### src/rtl/dram_read_checker.sv
// Passive DDR read-data checker: queues snooped read addresses in order and
// compares each returned beat against an address-derived pattern.

module dram_read_checker_lane #(
  parameter int          Lane = 0,
  parameter logic [31:0] Salt = 32'hA5C3_0F1E
) (
  input  logic [31:0] addr,
  input  logic [31:0] data,
  output logic        mismatch
);
  logic [31:0] expected;
  assign expected = (addr + 32'(Lane)) ^ Salt;
  assign mismatch = (data != expected);
endmodule


### config.mk
export PLATFORM = sky130hd
export DESIGN_NAME = dram_read_checker_lane
export DESIGN_NICKNAME = d
export VERILOG_FILES = /design/src/rtl/dram_read_checker.sv
export SDC_FILE = /design/constraint.sdc
export NUM_CORES = 1
export LEC_CHECK = 0
export ABC_AREA = 1
export BUFFER_PORTS_ARGS = -buffer_cell sky130_fd_sc_hd__clkbuf_2
export CORE_UTILIZATION = 37
export DETAILED_ROUTE_END_ITERATION = 7
export PLACE_DENSITY = 0.95
export REMOVE_ABC_BUFFERS = 1
export SYNTH_ARGS = -nofsm -noshare
export SYNTH_HDL_FRONTEND = slang
export SYNTH_SLANG_ARGS = --single-unit
export TNS_END_PERCENT = 5
### constraint.sdc
create_clock -name vclk -period 0.8
set_input_delay 0.08 -clock vclk [all_inputs]
set_output_delay 0.08 -clock vclk [all_outputs]
set_load 0.02 [all_outputs]
==> results of run 1 <==
## layout by cell type (no fill, tap or decap), drive strengths merged
cell type   n
buf         4
clkbuf     61
inv        19
nand2      42
nor2       40
xnor2      15
## metal layers
metal,vias to the layer above,share of wire,global-route usage
met3,0,0.066,0.0116
met4,0,0,0.0259
li1,460,-,-
met1,359,0.32,0.132
met5,-,0,0
met2,35,0.62,0.404
## repair_timing
item	in CTS	in global routing
resized for setup	2	7
endpoints found under the setup margin	1	1
pin swaps	2	10
## synth_stat cells
| cell type | instances |
|---|---|
| inv_1 | 19 |
| xnor2_1 | 15 |
| nand2_1 | 42 |
| nor2_1 | 40 |
## cell type report
cell class | count | share of cell area
inverter | 19 | 0.0798
tap | 15 | 0.0210
multi-input combinational | 97 | 0.497
timing repair buffer | 65 | 0.402
## path summary, 6_finish.rpt
| path | start | endpoint | slack [ns] |
|---|---|---|---|
| max | addr[16] | mismatch | -0.18 |
| min | data[13] | mismatch | 0.66 |
## through the flow
stage / std cells / util
3_5_place_dp: 196 / 0.665
5_1_grt: 196 / 0.695
6_report: 196 / 0.695
3_3_place_gp: 196 / 0.665
4_1_cts: 196 / 0.672
2_1_floorplan: 116 / -
## critical path: cells and delay by family
family	cells	cell delay, ns
buffers and inverters	3	0.28
AND/OR/NAND/NOR	7	0.55
## logic make-up after synthesis
kind of cell,after synthesis,synth area share
xor+xnor,15,0.257
buf+inv,19,0.140
simple gates,82,0.603
## power groups by stage
stage                     Combinational [mW]  Clock, mW  Sequential (mW)
after floorplan                        0.185          0                0
after CTS                              0.393          0                0
final                                  0.407          0                0
after global routing                   0.459          0                0
after detailed placement               0.391          0                0
after global placement                 0.372          0                0
==> impl_metrics.json, run 1 <==
{
  "timing.critical_path.from_type": "input pin",
  "worst-endpoint-required_ns": 0.72,
  "drt_pass1_iterations": 6,
  "setup_tns_ns": -0.184,
  "grt.total_usage": 0.167,
  "route.detailed.vias_per_inst": 4.36,
  "violations": "negative setup slack",
  "critical_path_class": "input pin to output pin",
  "worst_path_max_fanout": 2,
  "cp_slowest_cell": "clkbuf_8",
  "io_buffers": 65,
  "run_status": "complete, but fails checks",
  "n_antenna_cell": 0,
  "rsz0062_at_grt": "true",
  "syn2layout_area_growth_pct": 75.0,
  "yosysSeqAreaShare": 0,
  "grt_antenna_before_repair": 0,
  "multi_input_area_sq_um": 444,
  "comb_power_share": 1.000,
  "dieWidth_um": 39.1,
  "worst_relative_slew_slack": 0.901,
  "initial_drc_count": 9,
  "timing_worst_slew_pin_value_ns": 0.147,
  "count_of_warnings_emitted_by_yosys": 0,
  "internal_power_mw": 0.232,
  "timing.hold.worst.class": "input pin to output pin",
  "max_cap_violations": 0,
  "worst_setup_path_end_kind": "output pin",
  "post_synth_inst_count": 116,
  "standard_cell_area_after_detailed_placement_sq_um": 855,
  "wl_per_cell_um": 7.79,
  "critical_path_arrival_ns": 0.90,
  "gp_congestion": 0.640,
  "register_area_sq_um": 0,
  "dp_worst_setup_slack_ns": -0.182,
  "ant_nets": 0,
  "drive_gt1_frac": 0.376,
  "num_vias": 854,
  "via_count_of_the_first_global_routing_pass": 634,
  "grt-ovfl-total": 0,
  "grt_pass1_wl_um": 1910,
  "fillers": 134,
  "net_switching_fraction_of_the_power": 0.429,
  "seq_power_share": 0,
  "whs_path_depth": 8,
  "grt_start_max_net_pins": 3,
  "max_clock_freq_mhz": 1020,
  "dieArea_sq_um": 1530,
  "final_critical_path_setup_slack_ns": -0.184,
  "timing.hold.ws_ns": 0.662,
  "synthesis.area_sq_um": 510,
  "floorplan.initialDensity": 0.397,
  "post_synth_top_area_share": 0.309,
  "hold_violations": 0,
  "setup_viol_count_final": 1,
  "clockBufferCount": 0,
  "path_cells": "buf_6 -> nand2_2 -> inv_2 -> nor2_1 -> nand2_1 -> nor2_1 -> nand2_1 -> nor2_1 -> nand2_1 -> clkbuf_8",
  "clockPowerShare": 0,
  "netlist-cell-type-count": 4,
  "powerDensity_nw_per_um2": 456,
  "synth.avg_cell_area_sq_um": 4.40,
  "crit_path_max_incr_delay_ns": 0.15,
  "finalWirelength_um": 1530,
  "p_leak_nw": 0.605,
  "die-height_um": 39.1,
  "power.switching_mw": 0.175,
  "final_design_area_no_fill_sq_um": 893,
  "floorplan.io_pins": 65,
  "synth_area_leader_cell": "nand2_1",
  "dp_hpwl_um": 1370,
  "fin_total_pwr_mw": 0.407,
  "std_cell_rows": 13,
  "report.final.slew_viol_count": 0,
  "fp.coreArea_sq_um": 1280,
  "drc": 0,
  "cts_setup_buffers": 0,
  "cts-hold-fix-buffers": 0,
  "synth_area_leaders": "nand2_1 31%, nor2_1 29%, xnor2_1 26%",
  "final.min_clock_period_ns": 0.984,
  "ir_worst_vdd_mv": 0.219,
  "flops_and_latches": 0,
  "design.final.nets": 247,
  "final.period_utilization": 1.23
}
Note: power is estimated with default switching activity, not from simulation.
==> run 2: changes to the inputs <==
--- a/config.mk
+++ b/config.mk
@@ -7,10 +7,10 @@
 export LEC_CHECK = 0
 export ABC_AREA = 1
 export BUFFER_PORTS_ARGS = -buffer_cell sky130_fd_sc_hd__clkbuf_2
+export CORE_MARGIN = 1.5
 export CORE_UTILIZATION = 37
 export DETAILED_ROUTE_END_ITERATION = 7
 export PLACE_DENSITY = 0.95
-export REMOVE_ABC_BUFFERS = 1
 export SYNTH_ARGS = -nofsm -noshare
 export SYNTH_HDL_FRONTEND = slang
 export SYNTH_SLANG_ARGS = --single-unit
==> run 2 against run 1 <==
The run still ends with negative setup slack left. Sequential share of layout area did not move. Critical path depth did not move. Combinational power rose by 4.9%. Sequential cell count stayed put. First-iteration DRC count is 22% lower. Cell count unchanged. Utilization increased by 2.6 points. Power rose by 4.8%. Clock-buffer cell count stayed put. Critical path type unchanged.
==> impl_metrics.json, run 2 (same netlist as run 1, synthesis figures left out) <==
{
  "clockBufferCount": 0,
  "setup_viol_count_final": 1,
  "timing_worst_slew_pin_value_ns": 0.139,
  "hold_violations": 0,
  "max_clock_freq_mhz": 1030,
  "floorplan.initialDensity": 0.392,
  "grt_pass1_wl_um": 1880,
  "timing.hold.worst.class": "input pin to output pin",
  "gp_congestion": 0.627,
  "startpoint": "addr[10]",
  "worst_setup_path_end_kind": "output pin",
  "worst-endpoint-required_ns": 0.72,
  "cp_slowest_cell": "clkbuf_8",
  "die-height_um": 40.1,
  "drive_gt1_frac": 0.420,
  "critical_path_arrival_ns": 0.89,
  "timing.hold.ws_ns": 0.655,
  "p_leak_nw": 0.616,
  "finalWirelength_um": 1410,
  "layout.cells.most_common_list": "56 x clkbuf_2, 38 x nand2_1, 37 x nor2_1",
  "finalCoreUtilization": 0.721,
  "rsz0062_at_grt": "true",
  "internal_power_mw": 0.250,
  "final_common_cell": "clkbuf_2",
  "final_critical_path_setup_slack_ns": -0.173,
  "critical_path.endpoint": "mismatch",
  "clockPowerShare": 0,
  "cts_setup_buffers": 0,
  "powerDensity_nw_per_um2": 455,
  "drc": 0,
  "num_vias": 831,
  "wl_per_cell_um": 7.21,
  "worst_path_max_fanout": 2,
  "timing.critical_path.from_type": "input pin",
  "final.period_utilization": 1.22,
  "ir_worst_vdd_mv": 0.230,
  "grt-ovfl-total": 0,
  "worstHoldStart": "data[18]",
  "fp.coreArea_sq_um": 1300,
  "max_cap_violations": 0,
  "std_cell_rows": 13,
  "dieWidth_um": 40.1,
  "grt_antenna_before_repair": 0,
  "seq_power_share": 0,
  "run_status": "complete, but fails checks",
  "crit_path_max_incr_delay_ns": 0.15,
  "dp_hpwl_um": 1300,
  "path_cells": "buf_6 -> nand2_2 -> inv_2 -> nor2_1 -> nand2_1 -> nor2_1 -> nand2_1 -> nor2_1 -> nand2_1 -> clkbuf_8",
  "initial_drc_count": 7,
  "violations": "negative setup slack",
  "worst_relative_slew_slack": 0.907,
  "floorplan.io_pins": 65,
  "fin_total_pwr_mw": 0.427,
  "dieArea_sq_um": 1610,
  "route.detailed.vias_per_inst": 4.24,
  "n_antenna_cell": 0,
  "grt.total_usage": 0.159,
  "final_cell_count_no_fill": 196,
  "drt_pass1_iterations": 4,
  "fillers": 132,
  "dp_worst_setup_slack_ns": -0.160,
  "multi_input_area_sq_um": 464,
  "syn2layout_area_growth_pct": 83.8,
  "critical_path_class": "input pin to output pin",
  "report.final.slew_viol_count": 0,
  "design.final.nets": 247,
  "via_count_of_the_first_global_routing_pass": 593,
  "io_buffers": 65,
  "final.min_clock_period_ns": 0.973,
  "grt_start_max_net_pins": 3,
  "syn-num-nets": 180,
  "cell_count_post_placement": 196,
  "comb_power_share": 1.000,
  "ant_nets": 0,
  "register_area_sq_um": 0,
  "net_switching_fraction_of_the_power": 0.413,
  "power.switching_mw": 0.176,
  "flops_and_latches": 0
}
run 2: changes by cell type in the layout (fill, tap and decap cells not counted), moves of 2 or more:
cell | before | now
clkbuf_2 | 60 | 56
inv_2 | 1 | 3
nor2_1 | 40 | 37
inv_1 | 18 | 16
buf_6 | 4 | 8
nor2_2 | 0 | 3
nand2_1 | 40 | 38
nand2_2 | 2 | 4
run 2: worst min-delay path by stage:
stage               slack [ns]  cells after the start       end
floorplan                 0.49                      6  mismatch
global placement          0.67                      8  mismatch
detailed placement        0.67                      8  mismatch
CTS                       0.66                      8  mismatch
global route              0.72                      8  mismatch
finish                    0.65                      8  mismatch
run 2: final cells by class:
class,count,share of cell area
inverters,19,0.0760
multi-input cells,97,0.495
repair buffers,65,0.409
well taps,15,0.0200
run 2: stage by stage:
stage               setup TNS (ns)  cell area, sq um
floorplan                        0               510
global placement            -0.131               855
detailed placement          -0.160               855
CTS                         -0.152               871
global route                -0.262               938
finish                      -0.173               938
run 2: worst max-delay path, delay by kind of cell:
family | cells | cell delay [ns]
and+or+nand+nor | 7 | 0.55
buffers and inverters | 3 | 0.27
run 2: routing by layer:
layer	wire length, um	part of all wire	global-route usage
met1	474	0.34	0.169
met2	798	0.56	0.351
met3	141	0.10	0
met4	0	0	0
met5	0	0	0
run 2: timing repair:
action / 4_1_cts / 5_1_grt
endpoints found under the setup margin: 1 / 1
pin swaps: 3 / 18
hold buffers: 0 / 0
resized for setup: 3 / 18
run 2: power by group through the flow:
stage | logic, mW | clock network (mW) | registers [mW]
2_1_floorplan | 0.185 | 0 | 0
3_3_place_gp | 0.371 | 0 | 0
3_5_place_dp | 0.388 | 0 | 0
4_1_cts | 0.395 | 0 | 0
5_1_grt | 0.485 | 0 | 0
6_report | 0.427 | 0 | 0
